File: src/rtl/systolic_ctrl.sv
// systolic_ctrl: weight-load / skewed input-stream / psum-token sequencer for a weight-stationary array.
// Outputs are registered from the next-state values, so they line up with the state they describe.
module systolic_ctrl #(
    parameter int PE_ROW     = 8,
    parameter int PE_COL     = 8,
    parameter int BIT_ROW_ID = 3,
    parameter int BIT_ADDR   = 8,
    parameter int BIT_VALID  = 1,
    parameter int BIT_CNT    = 8
) (
    input  logic                          CLK,
    input  logic                          RST,
    input  logic                          i_Start,
    input  logic [BIT_CNT-1:0]            i_Num_Vec,
    input  logic [BIT_ADDR-1:0]           i_Base_Addr,
    output logic                          o_Busy,
    output logic                          o_Done,
    output logic                          o_W_Rd_En,
    output logic [BIT_ROW_ID-1:0]         o_W_Rd_Addr,
    output logic [PE_COL-1:0]             o_EN_W,
    output logic [BIT_ROW_ID-1:0]         o_EN_ID,
    output logic [PE_ROW-1:0]             o_I_Rd_En,
    output logic [PE_ROW*BIT_CNT-1:0]     o_I_Rd_Addr,
    output logic [PE_COL*BIT_ADDR-1:0]    o_Addr_P,
    output logic [PE_COL*BIT_VALID-1:0]   o_Valid_P
);
    // wide enough for the final stream index N+PE_ROW+PE_COL-2 at the largest N
    localparam int BIT_T = $clog2((2 ** BIT_CNT) + PE_ROW + PE_COL);

    typedef enum logic [1:0] {IDLE, LOAD, STREAM, DONE} state_t;

    state_t                        state, state_nx;
    logic [BIT_T-1:0]              cnt, cnt_nx, last_t;
    logic [BIT_CNT-1:0]            num, num_nx;
    logic [BIT_ADDR-1:0]           base, base_nx;
    logic                          w_en_nx;
    logic [BIT_ROW_ID-1:0]         w_addr_nx;
    logic [PE_ROW-1:0]             i_en_nx;
    logic [PE_ROW*BIT_CNT-1:0]     i_addr_nx;
    logic [PE_COL*BIT_ADDR-1:0]    addr_p_nx;
    logic [PE_COL*BIT_VALID-1:0]   valid_p_nx;

    assign last_t = BIT_T'(num) + BIT_T'(PE_ROW + PE_COL - 2);

    always_comb begin
        state_nx   = state;
        cnt_nx     = cnt;
        num_nx     = num;
        base_nx    = base;
        i_en_nx    = '0;
        i_addr_nx  = '0;
        addr_p_nx  = '0;
        valid_p_nx = '0;
        case (state)
            IDLE: begin
                state_nx = i_Start ? LOAD : IDLE;
                num_nx   = i_Start ? i_Num_Vec : num;
                base_nx  = i_Start ? i_Base_Addr : base;
                cnt_nx   = '0;
            end
            LOAD: begin
                state_nx = cnt == BIT_T'(PE_ROW) ? (num == '0 ? DONE : STREAM) : LOAD;
                cnt_nx   = cnt == BIT_T'(PE_ROW) ? '0 : cnt + BIT_T'(1);
            end
            STREAM: begin
                state_nx = cnt == last_t ? DONE : STREAM;
                cnt_nx   = cnt == last_t ? '0 : cnt + BIT_T'(1);
            end
            default: state_nx = IDLE;
        endcase
        // the final LOAD beat carries only the delayed EN_W/EN_ID, no new read
        w_en_nx   = state_nx == LOAD && cnt_nx < BIT_T'(PE_ROW);
        w_addr_nx = w_en_nx ? BIT_ROW_ID'(cnt_nx) : '0;
        for (int j = 0; j < PE_ROW; j++) begin
            i_en_nx[j] = state_nx == STREAM && cnt_nx >= BIT_T'(j) &&
                         cnt_nx < BIT_T'(j) + BIT_T'(num_nx);
            i_addr_nx[j*BIT_CNT+:BIT_CNT] = i_en_nx[j] ? BIT_CNT'(cnt_nx - BIT_T'(j)) : '0;
        end
        for (int i = 0; i < PE_COL; i++) begin
            if (state_nx == STREAM && cnt_nx >= BIT_T'(i) && cnt_nx < BIT_T'(i) + BIT_T'(num_nx)) begin
                valid_p_nx[i*BIT_VALID+:BIT_VALID] = BIT_VALID'(1);
                addr_p_nx[i*BIT_ADDR+:BIT_ADDR]    = base_nx + BIT_ADDR'(cnt_nx - BIT_T'(i));
            end
        end
    end

    always_ff @(posedge CLK) begin
        if (RST) begin
            state       <= IDLE;
            cnt         <= '0;
            num         <= '0;
            base        <= '0;
            o_Busy      <= 1'b0;
            o_Done      <= 1'b0;
            o_W_Rd_En   <= 1'b0;
            o_W_Rd_Addr <= '0;
            o_EN_W      <= '0;
            o_EN_ID     <= '0;
            o_I_Rd_En   <= '0;
            o_I_Rd_Addr <= '0;
            o_Addr_P    <= '0;
            o_Valid_P   <= '0;
        end else begin
            state       <= state_nx;
            cnt         <= cnt_nx;
            num         <= num_nx;
            base        <= base_nx;
            o_Busy      <= state_nx != IDLE;
            o_Done      <= state_nx == DONE;
            o_W_Rd_En   <= w_en_nx;
            o_W_Rd_Addr <= w_addr_nx;
            o_EN_W      <= {PE_COL{o_W_Rd_En}};
            o_EN_ID     <= o_W_Rd_Addr;
            o_I_Rd_En   <= i_en_nx;
            o_I_Rd_Addr <= i_addr_nx;
            o_Addr_P    <= addr_p_nx;
            o_Valid_P   <= valid_p_nx;
        end
    end
endmodule

File: config.mk
export PLATFORM = sky130hd
export DESIGN_NAME = systolic_ctrl
export DESIGN_NICKNAME = d
export VERILOG_FILES = /design/src/rtl/systolic_ctrl.sv
export SDC_FILE = /design/constraint.sdc
export NUM_CORES = 1
export LEC_CHECK = 0
export BUFFER_PORTS_ARGS = -buffer_cell sky130_fd_sc_hd__buf_2
export CORE_ASPECT_RATIO = 0.6
export CORE_MARGIN = 4
export CORE_UTILIZATION = 46
export CTS_CLUSTER_DIAMETER = 60
export CTS_CLUSTER_SIZE = 40
export DETAILED_ROUTE_END_ITERATION = 7
export GPL_ROUTABILITY_DRIVEN = 0
export PLACE_DENSITY_LB_ADDON = 0.05
export SKIP_LAST_GASP = 1
export SYNTH_ARGS = -nofsm -noshare
export SYNTH_HDL_FRONTEND = slang
export SYNTH_SLANG_ARGS = --single-unit
File: constraint.sdc
create_clock -name CLK -period 6.6 [get_ports CLK]
set_input_delay 0.66 -clock CLK [delete_from_list [all_inputs] [get_ports CLK]]
set_output_delay 0.66 -clock CLK [all_outputs]
set_load 0.02 [all_outputs]
==> impl_metrics.yaml <==
yosys:
  synth_top_area_share_pct: 34.0
  syn-cell-area_um2: 10200
  yosys.area.top_type: "dfxtp_1"
  yosysWarnings: 0
  synthesis.nets: 1276
  ys_async_sr_fraction_pct: 0
  synthMostInstantiatedCell: "dfxtp_1"
  synthCells: 1125
  ys_top_cells_by_area: "dfxtp_1 (34%), ha_1 (16%), xor2_1 (5.3%)"
  synth_common_cells: "dfxtp_1 (173), nor2_1 (139), ha_1 (128), a21oi_1 (68), xor2_1 (62)"
  synth_ff_type: "dfxtp_1"
  synth_edf_count: 0
  ys_ff_latch: 173
  syn_avg_cell_area_um2: 9.07
  ys_types: 73
  ys_seq_area_share_pct: 34.0
clock_tree:
  cts_buffer_depth: 2
  cts_tree: "yes"
  cts-root-buf: "clkbuf_16"
  cts.clk_slew.worst_paths_ns: 0.07
  h-tree-depth: 4
  clk_latency_ns: 0.44
  cts_setup_buffers: 0
  cts_buffers: 17
  holdBufCountCts: 0
  clock_sinks: 173
  cts-resized-gates: 0
timing:
  skew_ns: 0.0127
  fin_crit_sh_pct: 85.7
  timing.fmax_mhz: 177
  hold_violations: 0
  max_slew_margin_pct: 19.3
  max_slew.worst_pin.slew_ns: 1.21
  fin_setup_tns_ns: 0
  slew_viol_final: 0
  rsz0062_at_grt: "no"
  setup_viol: 0
  fin_crit_ns: 5.66
drt:
  avgRoutedWirePerCell_um: 19.9
  drc: 0
  via_per_inst: 5.38
  ant_nets: 0
  drt_pass1_iterations: 5
  totalWireLength_um: 31500
  drt_iter0_drc: 802
  vias: 8495
global_route:
  overflow: 0
  grt-busiest-layer: "met1"
  grt_pass1_vias: 8104
  grt_use_met3_pct: 6.66
  grt_pass1_wl_um: 47900
  grt_max_degree: 30
  gr-usage-all-layers_pct: 25.2
  met2_usage_pct: 35.6
  antenna_found_initial: 0
  grtUsageMet1_pct: 38.6
setup_path:
  cp_slowest_cell: "nor4_1"
  startpoint: "num[2]$_SDFF_PP0_"
  path_max_fanout: 19
  end_kind: "flop"
  worstRegToRegCells: 20
  cp_cell_sequence: "nor4_1 -> o21ai_1 -> a31oi_2 -> o41ai_4 -> a21oi_1 -> buf_4 -> clkinv_1 -> ha_1 -> and2_1 -> nor2_1 -> xor2_1 -> ha_1 -> and3_1 -> a221o_1 -> o21ai_0 -> nand2b_1 -> a21oi_1 -> xnor3_1 -> xor2_1 -> nor2_1"
  rrSetupSlack_ns: 0.94
  reg2reg_to: "o_Addr_P[31]$_SDFF_PP0_"
  reg2reg_from: "num[2]$_SDFF_PP0_"
  crit_type: "reg -> reg"
  crit_path_end: "o_Addr_P[31]$_SDFF_PP0_"
  cp-start-kind: "flop"
  cpPeakStageDelay_ns: 0.59
  required_ns: 6.89
  arrival_ns: 5.95
placement:
  dp_hpwl_um: 23600
  dpl.cell_count: 1547
  port_buffers: 179
  dpl_cell_area_um2: 11300
final_layout:
  layout-drive-gt1-share_pct: 20.8
  final_cells: 1579
  finish.utilization_pct: 55.6
  areaGrowthSynthToFinish_pct: 16.7
  n_fill_cell: 2006
  final_nets: 1438
  diodes: 0
  final_area_um2: 11900
floorplan:
  die_y_um: 123
  row_count: 41
  chipWidth_um: 200
  initial_core_util_pct: 47.7
  die_area_um2: 24700
  coreArea_um2: 21400
  ios: 180
pwr:
  leakage_nw: 5.79
  power_mw: 2.62
  p_per_area_nw_per_um2: 220
  ir_drop_uv: 166
run_status:
  status: "finished, final reports clean"
worst_hold_path:
  hp-class: "reg -> reg"
run:
  maxCapViolations: 0
-- placed cells by master (no fill, tap or decap), drive strengths merged, types with 3 or more instances in the layout --
master   Yosys  routed
a2111oi      8       8
a211o        3       3
a211oi      13      13
a21o        34      34
a21oi       69      69
a31oi        4       4
and2         9       9
and3         6       6
buf         37     201
clkbuf      21      22
clkinv       3       7
dfxtp      173     173
fa           4       4
ha         128     128
inv         52      55
mux2         7       7
mux2i        8       8
nand2       33      33
nand2b      16      16
nand3       21      21
nand3b       3       3
nand4       14      14
nor2       150     150
nor2b       42      42
nor3        31      31
nor3b       11      11
nor4         6       6
nor4b        3       3
o211ai       6       6
o21a         4       4
o21ai       37      37
o21bai       6       6
or2          4       4
or3          5       5
xnor2       60      60
xnor3        5       5
xor2        62      62
-- critical path, delay by kind of cell, from the launching register on --
family	cells	cell delay, ns
AO/OA/AOI/OAI	7	1.66
adder cells (fa/ha/maj)	2	0.77
buffers and inverters	2	0.79
flip-flops	1	0.35
AND/OR/NAND/NOR	6	1.28
XOR/XNOR	3	0.66
-- power by group --
part,total [mW],internal [mW],switching [mW]
Combinational,0.566,0.229,0.337
Sequential,1.06,1.05,0.0102
Clock,0.995,0.556,0.439
Total,2.62,1.84,0.786
-- worst min-delay path by stage --
stage	startpoint	end	slack [ns]	cells after the start
global route	o_W_Rd_Addr[1]$_SDFF_PP0_	o_EN_ID[1]$_SDFF_PP0_	0.48	1
detailed placement	o_W_Rd_Addr[1]$_SDFF_PP0_	o_EN_ID[1]$_SDFF_PP0_	0.46	1
CTS	o_W_Rd_En$_SDFF_PP0_	o_EN_W[0]$_SDFF_PP0_	0.47	1
global placement	o_W_Rd_Addr[2]$_SDFF_PP0_	o_EN_ID[2]$_SDFF_PP0_	0.45	1
floorplan	o_W_Rd_Addr[0]$_SDFF_PP0_	o_EN_ID[0]$_SDFF_PP0_	0.55	1
finish	o_W_Rd_En$_SDFF_PP0_	o_EN_W[0]$_SDFF_PP0_	0.46	1
-- metrics by stage --
stage | hold slack [ns] | worst slack [ns]
after CTS | 0.468 | 1.05
final | 0.463 | 0.941
after global routing | 0.482 | 0.648
after detailed placement | 0.457 | 1.13
after global placement | 0.446 | 1.08
after floorplan | 0.546 | 1.85
-- cells by family after synthesis --
kind of cell | count (synthesis) | share of synthesized area, %
AOI/OAI and AO/OA | 203 | 13.2
xor gates and xnor gates | 128 | 11.9
adders and majority gates | 132 | 16.5
buffers and inverters | 113 | 5.07
DFF | 173 | 34.0
muxes | 15 | 1.56
and+or+nand+nor | 361 | 17.8
-- state kept, by name (all words and copies together), names as in the netlist, 3 cells and up --
signal,count
base,8
cnt,9
num,8
o_Addr_P,64
o_EN_ID,3
o_I_Rd_Addr,64
o_I_Rd_En,8
o_W_Rd_Addr,3
-- final cells by class --
cell class / count / area (µm²) / area share (%)
multi-input combinational: 839 / 6240 / 52.4
sequential: 173 / 3460 / 29.1
timing repair buffer: 201 / 1060 / 8.92
clock buffer: 22 / 474 / 3.99
tap: 279 / 349 / 2.93
inverter: 55 / 206 / 1.74
clock inverter: 10 / 105 / 0.883
-- layer usage --
metal	vias to the layer above	wire length [µm]
met5	-	0
li1	4176	-
met1	3950	16300
met4	0	293
met3	37	2660
met2	332	12200
Power figures use the tool's default switching activity.
